`src/rtl/pipe_stage_buf.sv`:
```
// pipe_stage_buf
//   Two-entry elastic pipeline register carrying LANES lanes of DATA_W-bit
//   payload per beat. The head register (H) drives the outputs. The skid
//   register (S) absorbs one extra beat so that in_ready depends only on
//   registered state and flush, and never on out_ready.
//
// Ports
//   clk          stage clock
//   rst          asynchronous active-high reset, clears all held beats
//   flush        synchronous kill of all held beats, blocks acceptance
//   in_valid     upstream beat present
//   in_ready     buffer can accept a beat this cycle
//   in_lane_vld  per-lane valid of the incoming beat
//   in_data      lane-packed incoming payload, lane 0 in the LSBs
//   out_valid    head beat present
//   out_ready    downstream consumes the head this cycle
//   out_lane_vld per-lane valid of the head beat
//   out_data     head payload
//   out_count    number of entries held (0..2)
//
// State | meaning
// EMPTY | nothing held, H and S zero
// ONE   | H valid, S zero
// FULL  | H and S valid, S is the younger beat
module pipe_stage_buf #(
  parameter int DATA_W        = 32,
  parameter int LANES         = 2,
  parameter bit SQUASH_BUBBLE = 1'b1
) (
  input  logic                    clk,
  input  logic                    rst,
  input  logic                    flush,
  input  logic                    in_valid,
  output logic                    in_ready,
  input  logic [LANES-1:0]        in_lane_vld,
  input  logic [LANES*DATA_W-1:0] in_data,
  output logic                    out_valid,
  input  logic                    out_ready,
  output logic [LANES-1:0]        out_lane_vld,
  output logic [LANES*DATA_W-1:0] out_data,
  output logic [1:0]              out_count
);

  typedef enum logic [1:0] {
    ST_EMPTY = 2'd0,
    ST_ONE   = 2'd1,
    ST_FULL  = 2'd2
  } state_t;

  state_t                    r_state;
  logic [LANES*DATA_W-1:0]   r_h_data;
  logic [LANES-1:0]          r_h_lv;
  logic [LANES*DATA_W-1:0]   r_s_data;
  logic [LANES-1:0]          r_s_lv;

  state_t                    w_state_nxt;
  logic [LANES*DATA_W-1:0]   w_h_data_nxt;
  logic [LANES-1:0]          w_h_lv_nxt;
  logic [LANES*DATA_W-1:0]   w_s_data_nxt;
  logic [LANES-1:0]          w_s_lv_nxt;

  logic w_in_fire;
  logic w_out_fire;
  logic w_store;

  assign in_ready   = (r_state != ST_FULL) & ~flush;
  assign out_valid  = (r_state != ST_EMPTY);
  assign w_in_fire  = in_valid & in_ready;
  assign w_out_fire = out_valid & out_ready;
  // An accepted all-bubble beat completes its handshake but is not stored.
  assign w_store    = w_in_fire & (!SQUASH_BUBBLE | (|in_lane_vld));

  // Invalid entries are kept at zero, so H can drive the outputs directly.
  assign out_data     = r_h_data;
  assign out_lane_vld = r_h_lv;

  always_comb begin
    out_count = 2'd0;
    case (r_state)
      ST_ONE:  out_count = 2'd1;
      ST_FULL: out_count = 2'd2;
      default: out_count = 2'd0;
    endcase
  end

  always_comb begin
    w_state_nxt  = r_state;
    w_h_data_nxt = r_h_data;
    w_h_lv_nxt   = r_h_lv;
    w_s_data_nxt = r_s_data;
    w_s_lv_nxt   = r_s_lv;
    if (flush) begin
      w_state_nxt  = ST_EMPTY;
      w_h_data_nxt = '0;
      w_h_lv_nxt   = '0;
      w_s_data_nxt = '0;
      w_s_lv_nxt   = '0;
    end else begin
      case (r_state)
        ST_EMPTY: begin
          if (w_store) begin
            w_state_nxt  = ST_ONE;
            w_h_data_nxt = in_data;
            w_h_lv_nxt   = in_lane_vld;
          end
        end
        ST_ONE: begin
          if (w_store && w_out_fire) begin
            w_h_data_nxt = in_data;
            w_h_lv_nxt   = in_lane_vld;
          end else if (w_out_fire) begin
            w_state_nxt  = ST_EMPTY;
            w_h_data_nxt = '0;
            w_h_lv_nxt   = '0;
          end else if (w_store) begin
            w_state_nxt  = ST_FULL;
            w_s_data_nxt = in_data;
            w_s_lv_nxt   = in_lane_vld;
          end
        end
        ST_FULL: begin
          // in_ready is low here, so only the pop can happen.
          if (w_out_fire) begin
            w_state_nxt  = ST_ONE;
            w_h_data_nxt = r_s_data;
            w_h_lv_nxt   = r_s_lv;
            w_s_data_nxt = '0;
            w_s_lv_nxt   = '0;
          end
        end
        default: begin
          w_state_nxt  = ST_EMPTY;
          w_h_data_nxt = '0;
          w_h_lv_nxt   = '0;
          w_s_data_nxt = '0;
          w_s_lv_nxt   = '0;
        end
      endcase
    end
  end

  always_ff @(posedge clk or posedge rst) begin
    if (rst) begin
      r_state  <= ST_EMPTY;
      r_h_data <= '0;
      r_h_lv   <= '0;
      r_s_data <= '0;
      r_s_lv   <= '0;
    end else begin
      r_state  <= w_state_nxt;
      r_h_data <= w_h_data_nxt;
      r_h_lv   <= w_h_lv_nxt;
      r_s_data <= w_s_data_nxt;
      r_s_lv   <= w_s_lv_nxt;
    end
  end

endmodule

```
`config.mk`:
```
export PLATFORM = sky130hd
export DESIGN_NAME = pipe_stage_buf
export DESIGN_NICKNAME = d
export VERILOG_FILES = /design/src/rtl/pipe_stage_buf.sv
export SDC_FILE = /design/constraint.sdc
export NUM_CORES = 1
export LEC_CHECK = 0
export ABC_AREA = 1
export ABC_CLOCK_PERIOD_IN_PS = 5400
export BUFFER_PORTS_ARGS = -buffer_cell sky130_fd_sc_hd__buf_2
export CAP_MARGIN = 0
export CORE_UTILIZATION = 58
export CTS_BUF_LIST = sky130_fd_sc_hd__clkbuf_2 sky130_fd_sc_hd__clkbuf_4 sky130_fd_sc_hd__clkbuf_8
export DETAILED_ROUTE_END_ITERATION = 10
export GPL_TIMING_DRIVEN = 0
export PLACE_DENSITY_LB_ADDON = 0.25
export SYNTH_ARGS = -nofsm -noshare
export SYNTH_HDL_FRONTEND = slang
export SYNTH_SLANG_ARGS = --single-unit
```
`constraint.sdc`:
```
create_clock -name clk -period 5.4 [get_ports clk]
set_input_delay 1.08 -clock clk [delete_from_list [all_inputs] [get_ports clk]]
set_output_delay 1.08 -clock clk [all_outputs]
set_load 0.02 [all_outputs]
```
==> results <==
- The routed layout has 7945 vias.
- The number of nets at the end of the flow is 1408.
- The worst setup path is captured at an output pin.
- The flow ran to the end, and the final reports show no timing, DRC or antenna violations.
- Using the TritonRoute via totals, the vias-per-cell ratio works out to 5.22.
- Summing all flip-flop and latch instances after layout gives 3350 um^2.
- The number of routed nets with antenna violations is 0.
- The routed wire length per instance is 13.7 um.
- The number of cells on the worst hold path is 2.
- The setup slack of the critical path after layout is 2.33 ns.
- The synthesized netlist devotes 3.89% of its cell area to compound gates.
- The most used flip-flop cell after synthesis is sky130_fd_sc_hd__dfrtp_1.
- The worst pin sits at a relative slew slack of 56.0%.
- The critical-path cell with the highest stage delay is sky130_fd_sc_hd__dfrtp_1.
- Summed over all nets, the half-perimeter wirelength after detailed placement is 14100 um.
- The initial utilization of the core area, before any placement, comes to 60.4%.
- Relative to the synthesized area, the layout overhead comes to 17.3%.
- The via count of the first global-routing pass is 7472.
- The number of cells in the design after placement is 1490.
- The clock-pin slew of the registers on the worst-case setup and hold paths is 0.07 ns.
- For the worst-skew pair, the clock arrives at the later sink with an insertion delay of 0.47 ns.
- The async set-reset flop share out of synthesis is 100%.
- The proportion of synthesized chip area in sequential cells is 43.3%.
- The count of max-cap constraint violations is 0.
- The critical path crosses 6 cells after its start point.
- Ranked by instance count, the synthesized netlist is headed by 475 x sky130_fd_sc_hd__nand2_1, 143 x sky130_fd_sc_hd__nand3_1, 134 x sky130_fd_sc_hd__dfrtp_1.
- The detailed router finished its first iteration with 690 violations.
- The analysis attributes to cell leakage a power of 5.40 nW.
- The final setup violation count is 0.
- Leaving out filler cells and counting taps, the final layout contains 1523.
- For this design the top-level I/O count stands at 141.
- In this run the mean area of a mapped cell was 6.58 um^2.
- The critical path is of the reg -> out type.
- The first-pass GRT wire length is 35000 um.
- The largest net degree at the start of global routing is 101.
- Traced cell by cell, the critical path runs through inv_2 -> nand2_1 -> inv_1 -> buf_2 -> buf_2 -> buf_2.
- In this run the horizontal extent of the chip is 118 um.
- The clock passes through at most 2 buffers.
- The pre-antenna-repair detailed-routing pass consisted of 5 iterations.
- The count of pins over their slew limit was 0.
- The measured slew at the worst slew-check pin is 0.660 ns.
- For this run, the number of Yosys warnings is 0.
- The clock arrives with 0.0172 ns of skew.
- The kind of path behind the tightest hold check is reg -> reg.
- The last weighted congestion value of the routability-driven placer is 0.887.
- In the post-synthesis netlist, the biggest area contributors are sky130_fd_sc_hd__dfrtp_1 43%, sky130_fd_sc_hd__nand2_1 23%, sky130_fd_sc_hd__nand3_1 9.2%.
- The number of endpoints with negative hold slack in the final report is 0.
- Cells with a size suffix above 1 make up 17.9% of the layout.
- The cell accounting for the most synthesized area is sky130_fd_sc_hd__dfrtp_1.
- The clock tree root driver cell is sky130_fd_sc_hd__clkbuf_8.
- The fraction of post-synthesis cell area in the top cell type by area is 43.3%.
- The main combinational cell family by area after synthesis is simple AND/OR/NAND/NOR gates.
- Counting cells, the worst reg-to-reg path comes to 9.
- The number of filler instances in the final layout is 1187.
- The die is 118 um tall.
- The worst stage delay on the critical path is 0.44 ns.
- The worst setup path is launched from a flip-flop.
- In the post-synthesis netlist, the cell with the most instances is sky130_fd_sc_hd__nand2_1.
- In the final layout, the multi-input gates occupy 3460 um^2.
- VDD sags by at most 194 uV.
- The critical path required time is 4.32 ns.
- The most repeated library cell on the critical path is sky130_fd_sc_hd__buf_2.
- Data arrives at the worst endpoint at 1.99 ns.
- The pre-CTS setup slack is 2.65 ns.
- Setup repair after global routing left no endpoint under its margin.
- The flop-to-flop setup slack is 3.54 ns.
- Counting every net in the synthesized netlist gives 1248.
- The minimum period implied by the final worst setup slack is 3.07 ns.
- The final total power is 2.76 mW.
- The portion of synthesized area spent on multiplexers is 0%.
- Gates resized during post-CTS repair numbered 0.
- The number of synthesized flops with an enable pin is 0.
- The area fraction in and, or, nand and nor cells after synthesis is 40.7%.
- The peak clock frequency supported by timing is 326 MHz.
- The mapped cell area is 7750 um^2.
- The number of CTS-inserted buffers is 17.
- The final wirelength is 20800 um.
- The share of the clock period used by the worst path is 56.8%.
- During placement, the flow inserted port buffers numbering 140.
- For this run, the total global-route usage over all layers was measured as 31.5%.
- After detailed routing, the number of remaining DRC violations is 0.
- In this run the number of H-tree levels came out at 4.
- The flip-flop and latch count after synthesis is 134.
- The core box area is 12800 um^2.
- The cell count after synthesis is 1177.
- Power spread over the standard cell area amounts to 303 nW/um^2.
- The share of synthesized cell area in full adder, half adder and majority cells is 0%.
- The sink count of the clock tree is 134.
- The unique cell type count in the Yosys netlist is 19.
- The number of hold buffers added after CTS was 0.
- The setup fix buffers added after clock tree synthesis is 0.
- The die area is 13800 um^2.
- The floorplan has 41 rows.
- The parity-gate share of the synthesized area counting xor and xnor cells is 0%.
- The total overflow left after global routing is 0.
- Of all nets on the critical path, the largest fanout is 10.
- The number of buffers and inverters on the critical path is 5.
- The number of antenna violations at the first check in global routing is 1.
- The kind of cell adding the most delay to the critical path is buffers and inverters.
- The clock tree from TritonCTS is yes.
-- area by class of cell --
class	instances	area share [%]
diodes	1	0.0275
plain buffers	84	4.72
clock buffers	22	3.19
clock inverters	10	1.13
inverters	136	5.67
multi-input cells	823	38.0
flip-flops and latches	134	36.9
well taps	172	2.37
repair buffers	141	8.01
-- logic make-up after synthesis --
| kind of cell | Yosys count |
|---|---|
| compound gates | 60 |
| simple gates | 763 |
| flops | 134 |
| buf+inv | 220 |
-- per-layer routing --
layer	vias up	part of all wire, %	track usage [%]
li1	3947	-	-
met1	3618	43	42.3
met2	337	46	49.6
met3	43	8.0	7.27
met4	0	2.4	12.6
met5	-	0	0
-- path summary, 6_finish.rpt --
path                         startpoint      endpoint
max                          r_state[0]  out_count[1]
min                        out_data[16]  out_data[16]
max reg2reg                  r_state[1]  out_data[55]
min reg2reg                out_data[16]  out_data[16]
max in group asynchronous           rst  r_s_data[39]
min in group asynchronous           rst  out_data[25]
-- sequential cells by signal (all words and copies together), names as in the netlist --
signal and count:
out_lane_vld 2, r_s_data 64, r_state 2, out_data 64, r_s_lv 2
-- layout by cell type, fill, tap and decap left out --
cell | netlist | final
sky130_fd_sc_hd__inv_1 | 128 | 127
sky130_fd_sc_hd__buf_2 | 40 | 180
sky130_fd_sc_hd__nor2_1 | 71 | 71
sky130_fd_sc_hd__clkinv_2 | 0 | 7
sky130_fd_sc_hd__clkbuf_1 | 27 | 27
sky130_fd_sc_hd__inv_2 | 8 | 8
sky130_fd_sc_hd__nand3_1 | 143 | 143
sky130_fd_sc_hd__nor3_1 | 66 | 66
sky130_fd_sc_hd__buf_6 | 2 | 2
sky130_fd_sc_hd__nand2_1 | 475 | 475
sky130_fd_sc_hd__a31oi_1 | 1 | 1
sky130_fd_sc_hd__nand4_1 | 3 | 3
sky130_fd_sc_hd__buf_4 | 13 | 13
sky130_fd_sc_hd__clkbuf_8 | 0 | 20
sky130_fd_sc_hd__diode_2 | 0 | 1
sky130_fd_sc_hd__o21ai_1 | 1 | 1
sky130_fd_sc_hd__inv_6 | 0 | 1
sky130_fd_sc_hd__buf_1 | 2 | 2
sky130_fd_sc_hd__nand2_4 | 1 | 1
sky130_fd_sc_hd__nand3_2 | 1 | 1
sky130_fd_sc_hd__clkbuf_4 | 0 | 2
sky130_fd_sc_hd__o21ai_0 | 58 | 58
sky130_fd_sc_hd__bufinv_16 | 0 | 2
sky130_fd_sc_hd__clkinvlp_4 | 0 | 1
sky130_fd_sc_hd__nor2_2 | 3 | 3
sky130_fd_sc_hd__dfrtp_1 | 134 | 134
sky130_fd_sc_hd__buf_16 | 0 | 1
-- tightest hold or removal path, delay by kind of cell (launching register included) --
| family | cells | cell delay (ns) |
|---|---|---|
| flip-flops | 1 | 0.34 |
| AND/OR/NAND/NOR | 2 | 0.10 |
-- power by group --
part | switching, mW | internal [mW] | leakage [nW] | total (mW)
Combinational | 0.517 | 0.222 | 3.38 | 0.739
Sequential | 0.0603 | 1.11 | 1.81 | 1.17
Clock | 0.394 | 0.451 | 0.209 | 0.845
Total | 0.972 | 1.79 | 5.40 | 2.76
-- stage by stage --
step                hold slack [ns]  util, %  TNS, ns  instance area, um^2
floorplan                     0.442        -        0                 7750
global placement              0.453     67.6  -102.60                 8660
detailed placement            0.459     67.8        0                 8700
CTS                           0.477     70.9        0                 9090
global route                  0.495     70.9        0                 9090
finish                        0.474     70.9        0                 9090
Power figures use the tool's default switching activity.
